File: config.mk
export PLATFORM = sky130hd
export DESIGN_NAME = alu_issue
export DESIGN_NICKNAME = d
export VERILOG_FILES = /design/src/rtl/alu_issue_pkg.sv /design/src/rtl/alu_issue_op_decode.sv /design/src/rtl/alu_issue.sv
export SDC_FILE = /design/constraint.sdc
export NUM_CORES = 1
export LEC_CHECK = 0
export CORE_AREA = 3 3 99 148
export DETAILED_ROUTE_END_ITERATION = 12
export DIE_AREA = 0 0 102 151
export PLACE_DENSITY = 0.72
export SLEW_MARGIN = 40
export SYNTH_ARGS = -nofsm -noshare
export SYNTH_HDL_FRONTEND = slang
export SYNTH_HIERARCHICAL = 1
export SYNTH_SLANG_ARGS = --single-unit
File: constraint.sdc
create_clock -name clk -period 1.25 [get_ports clk]
set_input_delay 0.1875 -clock clk [delete_from_list [all_inputs] [get_ports clk]]
set_output_delay 0.1875 -clock clk [all_outputs]
set_load 0.1 [all_outputs]
File: src/rtl/alu_issue_pkg.sv
// alu_issue_pkg
//   Shared definitions for the ALU execute front end:
//   - OP_*  : 4-bit function codes arriving on the decoded-instruction port
//   - CMD_* : ALU CTL encodings driven to the ALU instance
//   - EXT_* : immediate extension modes
//   - dec_t : result of decoding one function code
package alu_issue_pkg;

  // Function codes as presented on in_op
  localparam logic [3:0] OP_ADD  = 4'd0;
  localparam logic [3:0] OP_SUB  = 4'd1;
  localparam logic [3:0] OP_LT   = 4'd2;
  localparam logic [3:0] OP_LE   = 4'd3;
  localparam logic [3:0] OP_AND  = 4'd4;
  localparam logic [3:0] OP_OR   = 4'd5;
  localparam logic [3:0] OP_XOR  = 4'd6;
  localparam logic [3:0] OP_NAND = 4'd7;
  localparam logic [3:0] OP_NOR  = 4'd8;
  localparam logic [3:0] OP_NXOR = 4'd9;

  // ALU control encodings
  localparam logic [3:0] CMD_ADD  = 4'h0;
  localparam logic [3:0] CMD_SUB  = 4'h1;
  localparam logic [3:0] CMD_LT   = 4'h5;
  localparam logic [3:0] CMD_LE   = 4'h7;
  localparam logic [3:0] CMD_AND  = 4'h8;
  localparam logic [3:0] CMD_OR   = 4'h9;
  localparam logic [3:0] CMD_XOR  = 4'hA;
  localparam logic [3:0] CMD_NAND = 4'hC;
  localparam logic [3:0] CMD_NOR  = 4'hD;
  localparam logic [3:0] CMD_NXOR = 4'hE;

  // Immediate extension modes
  localparam logic EXT_ZERO = 1'b0;
  localparam logic EXT_SIGN = 1'b1;

  typedef struct packed {
    logic [3:0] ctl;
    logic       sext;
    logic       illegal;
  } dec_t;

endpackage

File: src/rtl/alu_issue_op_decode.sv
// alu_issue_op_decode
//   Combinational decode of the 4-bit function code.
//   Ports:
//     op  in   4      function code
//     dec out  dec_t  {ALU ctl, immediate sign-extend, illegal}
//   Codes 10..15 decode to ADD with the illegal flag set so the op can still
//   travel down the pipe and retire with a zero result.
module alu_issue_op_decode
  import alu_issue_pkg::*;
(
  input  logic [3:0] op,
  output dec_t       dec
);

  always_comb begin
    dec.ctl     = CMD_ADD;
    dec.sext    = EXT_SIGN;
    dec.illegal = 1'b0;
    case (op)
      OP_ADD:  dec.ctl = CMD_ADD;
      OP_SUB:  dec.ctl = CMD_SUB;
      OP_LT:   dec.ctl = CMD_LT;
      OP_LE:   dec.ctl = CMD_LE;
      OP_AND:  begin dec.ctl = CMD_AND;  dec.sext = EXT_ZERO; end
      OP_OR:   begin dec.ctl = CMD_OR;   dec.sext = EXT_ZERO; end
      OP_XOR:  begin dec.ctl = CMD_XOR;  dec.sext = EXT_ZERO; end
      OP_NAND: begin dec.ctl = CMD_NAND; dec.sext = EXT_ZERO; end
      OP_NOR:  begin dec.ctl = CMD_NOR;  dec.sext = EXT_ZERO; end
      OP_NXOR: begin dec.ctl = CMD_NXOR; dec.sext = EXT_ZERO; end
      default: dec.illegal = 1'b1;
    endcase
  end

endmodule

File: src/rtl/alu_issue.sv
// alu_issue
//   Execute-stage front end for an external ALU. Two-stage pipeline:
//     S1 (issue)  : registered ALU A/B/CTL plus destination tag and illegal flag
//     S2 (result) : captured ALU result, tag and illegal flag feeding writeback
//   One op per cycle, back-pressure from writeback ripples to in_ready.
//   Ports:
//     clk, reset_n                 clock, asynchronous active-low reset
//     in_valid/in_ready            instruction handshake
//     in_op, in_imm_sel            function code, operand B select (1 = immediate)
//     in_rs1, in_rs2, in_imm       operands
//     in_rd                        destination tag
//     alu_a, alu_b, alu_ctl        to the ALU (driven from S1)
//     alu_out                      combinational ALU result
//     out_valid/out_ready          result handshake
//     out_result, out_rd           captured result and its tag
//     out_illegal                  op code was 10..15 (result forced to 0)
module alu_issue
  import alu_issue_pkg::*;
#(
  parameter int BITS    = 32,
  parameter int CBITS   = 4,
  parameter int IMMBITS = 16,
  parameter int RBITS   = 5
) (
  input  logic               clk,
  input  logic               reset_n,
  input  logic               in_valid,
  output logic               in_ready,
  input  logic [3:0]         in_op,
  input  logic               in_imm_sel,
  input  logic [BITS-1:0]    in_rs1,
  input  logic [BITS-1:0]    in_rs2,
  input  logic [IMMBITS-1:0] in_imm,
  input  logic [RBITS-1:0]   in_rd,
  output logic [BITS-1:0]    alu_a,
  output logic [BITS-1:0]    alu_b,
  output logic [CBITS-1:0]   alu_ctl,
  input  logic [BITS-1:0]    alu_out,
  output logic               out_valid,
  input  logic               out_ready,
  output logic [BITS-1:0]    out_result,
  output logic [RBITS-1:0]   out_rd,
  output logic               out_illegal
);

  dec_t dec;

  alu_issue_op_decode u_decode (
    .op  (in_op),
    .dec (dec)
  );

  // Immediate extension: low bits copied, upper bits replicate the sign bit
  // only for arithmetic/compare ops.
  logic [BITS-1:0] imm_ext;
  logic [BITS-1:0] op_b;

  assign imm_ext[IMMBITS-1:0] = in_imm;

  genvar gi;
  generate
    for (gi = IMMBITS; gi < BITS; gi++) begin : g_ext
      assign imm_ext[gi] = dec.sext & in_imm[IMMBITS-1];
    end
  endgenerate

  assign op_b = in_imm_sel ? imm_ext : in_rs2;

  // Stage registers
  logic               s1_valid_reg;
  logic [BITS-1:0]    alu_a_reg;
  logic [BITS-1:0]    alu_b_reg;
  logic [CBITS-1:0]   alu_ctl_reg;
  logic [RBITS-1:0]   s1_rd_reg;
  logic               s1_illegal_reg;

  logic               s2_valid_reg;
  logic [BITS-1:0]    out_result_reg;
  logic [RBITS-1:0]   out_rd_reg;
  logic               out_illegal_reg;

  // A stage advances when it is empty or its downstream advances.
  logic adv1;
  logic adv2;

  assign adv2     = ~s2_valid_reg | out_ready;
  assign adv1     = ~s1_valid_reg | adv2;
  assign in_ready = adv1;

  // S1: issue stage. Data fields only load with a real op; a bubble just
  // clears the valid bit and leaves stale data behind.
  always_ff @(posedge clk or negedge reset_n) begin
    if (!reset_n) begin
      s1_valid_reg   <= 1'b0;
      alu_a_reg      <= '0;
      alu_b_reg      <= '0;
      alu_ctl_reg    <= '0;
      s1_rd_reg      <= '0;
      s1_illegal_reg <= 1'b0;
    end else if (adv1) begin
      s1_valid_reg <= in_valid;
      if (in_valid) begin
        alu_a_reg      <= in_rs1;
        alu_b_reg      <= op_b;
        alu_ctl_reg    <= CBITS'(dec.ctl);
        s1_rd_reg      <= in_rd;
        s1_illegal_reg <= dec.illegal;
      end
    end
  end

  // S2: result stage. Illegal ops retire with a zero result.
  always_ff @(posedge clk or negedge reset_n) begin
    if (!reset_n) begin
      s2_valid_reg    <= 1'b0;
      out_result_reg  <= '0;
      out_rd_reg      <= '0;
      out_illegal_reg <= 1'b0;
    end else if (adv2) begin
      s2_valid_reg <= s1_valid_reg;
      if (s1_valid_reg) begin
        out_result_reg  <= s1_illegal_reg ? '0 : alu_out;
        out_rd_reg      <= s1_rd_reg;
        out_illegal_reg <= s1_illegal_reg;
      end
    end
  end

  assign alu_a       = alu_a_reg;
  assign alu_b       = alu_b_reg;
  assign alu_ctl     = alu_ctl_reg;
  assign out_valid   = s2_valid_reg;
  assign out_result  = out_result_reg;
  assign out_rd      = out_rd_reg;
  assign out_illegal = out_illegal_reg;

endmodule

**Word-level counts from Yosys, hierarchy flattened**

Index checks and enable logic that the tools add are counted.

- Register bits: 114
- Bits of input ports: 126
- Logic and storage cells: 34

- Equality and inequality tests: 9
- Mux-type cells: 5
- Bitwise gates (word level): 5
- Reduce and logical (&&, ||, !) cells: 5

Operators by type and width:

| kind | count |
|---|---|
| 2-to-1 mux 32 bit | 2 |
| one-hot mux 4 bit (9 select lines) | 1 |
| == test 4 x 3 -> 1 bit (second input constant) | 4 |
| OR reduction 10 bit | 1 |
| == test 4 x 2 -> 1 bit (second input constant) | 2 |
| == test 4 bit (second input constant) | 2 |
| OR reduction 6 bit | 1 |
| == test 4 x 1 -> 1 bit (second input constant) | 1 |
| zero test 4 bit | 1 |
| AND reduction 2 bit | 2 |
| 2-to-1 mux 1 bit | 2 |
| inverter 1 bit | 2 |
| bitwise OR 1 bit | 2 |
| bitwise AND 1 bit | 1 |

**Longest topological paths before layout**

- Depth after elaboration: 5
- Gate-level depth with buffers: 7

**Cells and area by module**

Netlist, hierarchy kept.

Modules (own cells, without submodules):

| module | times used | cells each | area an instance (sq um) | sequential area each (sq um) |
|---|---|---|---|---|
| alu_issue | 1 | 354 | 4946.0 | 2852.7 |
| alu_issue_op_decode | 1 | 16 | 123.9 | 0.0 |

**Worst setup path after synthesis**

Ideal clock, no wire load.

- Kind: register to register
- Start: register s2_valid_reg (netlist: out_valid)
- End: register alu_b_reg[10] (netlist: alu_b[10])
- Setup time: 0.187 ns
- Arrival: 2.250 ns
- Data required time: 1.063 ns
- Path slack: -1.187 ns
- Stages on the path, launching flop included: 4
- Path buffers: 1
- Cells stage by stage: dfrtp_1 -> nand3b_4 -> clkbuf_1 -> a31oi_1

- Word-level cells in the longest chain between the ends: 4

Ends and longest elaborated chain:

| what | RTL line | text |
|---|---|---|
| from (decl) | alu_issue.sv:77 | `logic s2_valid_reg;` |
| from (signal assigned) | alu_issue.sv:120 | `s2_valid_reg <= s1_valid_reg;` |
| inverter 1 bit | alu_issue.sv:86 | `assign adv2 = ~s2_valid_reg \| out_ready;` |
| bitwise OR 1 bit | alu_issue.sv:86 |  |
| bitwise OR 1 bit | alu_issue.sv:87 | `assign adv1 = ~s1_valid_reg \| adv2;` |
| named net in_ready | alu_issue.sv:28 | `output logic in_ready,` |
| AND reduction 2 bit (no source line) | - |  |
| to (signal assigned) | alu_issue.sv:104 | `alu_b_reg <= op_b;` |
| to (decl) | alu_issue.sv:72 | `logic [BITS-1:0] alu_b_reg;` |

The timed path passes the listed nets, and every way through them passes these cells.
A chain may end at the register's enable or synchronous reset.

**Worst setup path in the final report**

- Start: register s2_valid_reg (netlist: out_valid)
- End: output in_ready

- Word-level cells in the longest chain between the ends: 3

Ends and longest elaborated chain:

| what | RTL line |
|---|---|
| inverter 1 bit | alu_issue.sv:86 |
| bitwise OR 1 bit | alu_issue.sv:86 |
| bitwise OR 1 bit | alu_issue.sv:87 |
| to (decl) | alu_issue.sv:28 |

No other way between the ends.

==> flow_metrics.tcl <==
set metrics [dict create \
    die_y_um 151 \
    port_buffers 233 \
    gp_congestion 0.763 \
    placed_area_mm2 0.00876 \
    worstSetupEndpointType "output pin" \
    finalSetupViolations 102 \
    dpl.cell_count 755 \
    syn_nets 496 \
    violations "negative setup slack" \
    track_usage_pct 20.3 \
    cts_tree "yes" \
    io_pins 234 \
    final_cells 798 \
    layout-drive-gt1-share_pct 43.2 \
    synth_seq_area_share_pct 56.3 \
    rsz0062_at_grt "yes" \
    r2r_slack_ps -240 \
    grt_overflow 0 \
    async_flop_share_pct 100 \
    fmax_mhz 671 \
    fin_skew_ps 8.03 \
    crit_arrival_ps 1300 \
    die_x_um 102 \
    cts-root-buf "clkbuf_16" \
    fin_area_mm2 0.00961 \
    insertion_delay_ps 400 \
    p_leak_nw 4.37 \
    outcome "finished with violations" \
    clkTransAtPathRegs_ps 50 \
    rows 52 \
    synth_edf_count 0 \
    ys.flop_type "dfrtp_1" \
    max-cap-violations 0 \
    core_mm2 0.0135 \
    ctsHtreeMaxLevel 4 \
    relSlewSlack_pct 69.1 \
    power_density_mw_per_mm2 1970 \
    drtPass1Iterations 6 \
    pre_cts_ws_ps -763 \
    avgViaCountPerCell 4.91 \
    worst_slack_ps -241 \
    tns_ps -14490 \
    cts_made_buffers 17 \
    finalCritPeriodShare_pct 119 \
    grt_max_degree 61 \
    post_synth_inst_count 370 \
    drc 0 \
    drt_iter0_markers 55 \
    ant_nets 0 \
    startpoint_type "flip-flop" \
    ys_warn_count 6 \
    wl_per_cell_um 19.1 \
    syn_avg_cell_area_um2 13.7 \
    clkSinkCount 114 \
    initial_utilization_pct 37.5 \
    synth-seq-cells 114 \
    required_ps 1060 \
    fin_nets 749 \
    hpwl_um 10900 \
    slew_violations 0 \
    finalHoldViolations 0 \
    criticalPathCategory "flip-flop to output pin" \
    clockBufferDepth 2 \
    tightest_slew_ps 463 \
    antenna_cells 0 \
    nFillCells 884 \
    total_power_mw 19.0 \
    area_growth_pct 89.5 \
    period_needed_ps 1490 \
    grt_antenna_before_repair 0 \
    finish.utilization_pct 71.0 \
    hold_path.class "primary input to asynchronous set/reset pin" \
    yosysUniqueCellTypes 30 \
    routed_wl_um 15200 \
    dieArea_mm2 0.0154 \
    grt_pass1_wl_um 23800 \
    hold_slack_ps 345 \
    path_max_fanout 3 \
    max-vdd-ir-drop_mv 1.05 \
    vias 3920 \
    grt_pass1_vias 4442 \
    syn_area_mm2 0.00507 \
]
==> cell usage after synthesis, types with 2 or more instances <==
| master | instances | share of area (%) |
|---|---|---|
| dfrtp_1 | 114 | 56 |
| mux2_2 | 75 | 17 |
| mux2_4 | 20 | 5.9 |
| nor2b_1 | 20 | 2.5 |
| o21ai_0 | 19 | 1.9 |
| inv_1 | 17 | 1.3 |
| a21oi_1 | 16 | 1.6 |
| a31oi_1 | 16 | 2.0 |
| mux2i_1 | 16 | 3.2 |
| and2b_1 | 13 | 1.9 |
| clkbuf_1 | 11 | 0.81 |
| buf_6 | 5 | 1.1 |
| buf_2 | 4 | 0.39 |
| buf_4 | 4 | 0.59 |
| nand2b_1 | 3 | 0.37 |
| buf_12 | 2 | 0.79 |
| o21a_1 | 2 | 0.30 |
==> area by class of cell <==
type,instances,area [um2],share of cell area (%)
clock inverter,11,113,1.17
inverter,17,63.8,0.664
tap,162,203,2.11
multi-input combinational,214,2080,21.6
clock buffer,21,450,4.69
timing repair buffer,259,3840,40.0
sequential,114,2860,29.7
==> logic make-up (layout without fill, tap and decap cells) <==
kind of cell | Yosys count | after routing | share of synthesized area (%)
simple gates | 45 | 46 | 6.56
compound gates | 55 | 55 | 6.07
flops | 114 | 114 | 56.3
xor+xnor | 1 | 1 | 0.173
mux | 112 | 112 | 26.0
buf+inv | 43 | 308 | 4.96
==> worst paths after layout <==
check | from | endpoint | cells past startpoint
min in group clk | in_rs1[0] | alu_a[0] | 2
min | reset_n | out_result[6] | 3
max | out_valid | in_ready | 3
max in group asynchronous | reset_n | alu_a[2] | 3
max reg2reg | out_valid | alu_a[29] | 4
min reg2reg | s1_rd_reg[1] | s1_rd_reg[1] | 1
==> placed cells by master (no fill, tap or decap), types with 2 or more instances in the layout <==
cell / count
clkinv_2: 6
mux2i_1: 16
nand2b_1: 3
clkbuf_1: 3
clkbuf_16: 17
nand2_4: 2
a21oi_1: 15
nor2b_1: 20
and2b_1: 13
o21ai_0: 18
clkdlybuf4s50_1: 120
dlygate4sd2_1: 3
inv_1: 17
mux2_2: 64
buf_12: 117
nand3_4: 2
dfrtp_1: 112
buf_4: 11
a31oi_1: 14
mux2_4: 31
bufinv_16: 2
bufbuf_16: 4
clkinvlp_4: 3
==> where the power goes <==
group          internal, mW  leakage [nW]  switching [mW]
Sequential             4.34          1.36           0.709
Combinational          3.64          2.74            5.65
Clock                  2.96         0.272            1.65
Total                  10.9          4.37            8.01
==> worst max-delay path, cell delays in order, from the launching register on <==
cell      delay, ps
dfrtp_4         500
nand3b_4        120
buf_12          120
buf_12          160
==> per-layer routing <==
layer | wire, um | track usage (%) | share of wire, %
met5 | 0 | 0 | 0
met2 | 8620 | 37.0 | 57
met1 | 5230 | 21.6 | 34
met3 | 1040 | 6.45 | 6.8
met4 | 332 | 7.03 | 2.2
==> timing repair <==
item,in CTS,in global routing
pin swaps,2,1
hold buffers,1,0
gates cloned,7,0
buffers inserted,3,1
setup endpoints to repair,114,114
hold endpoints to repair,114,0
gates resized for setup,17,5
(Power assumes the default switching activity.)
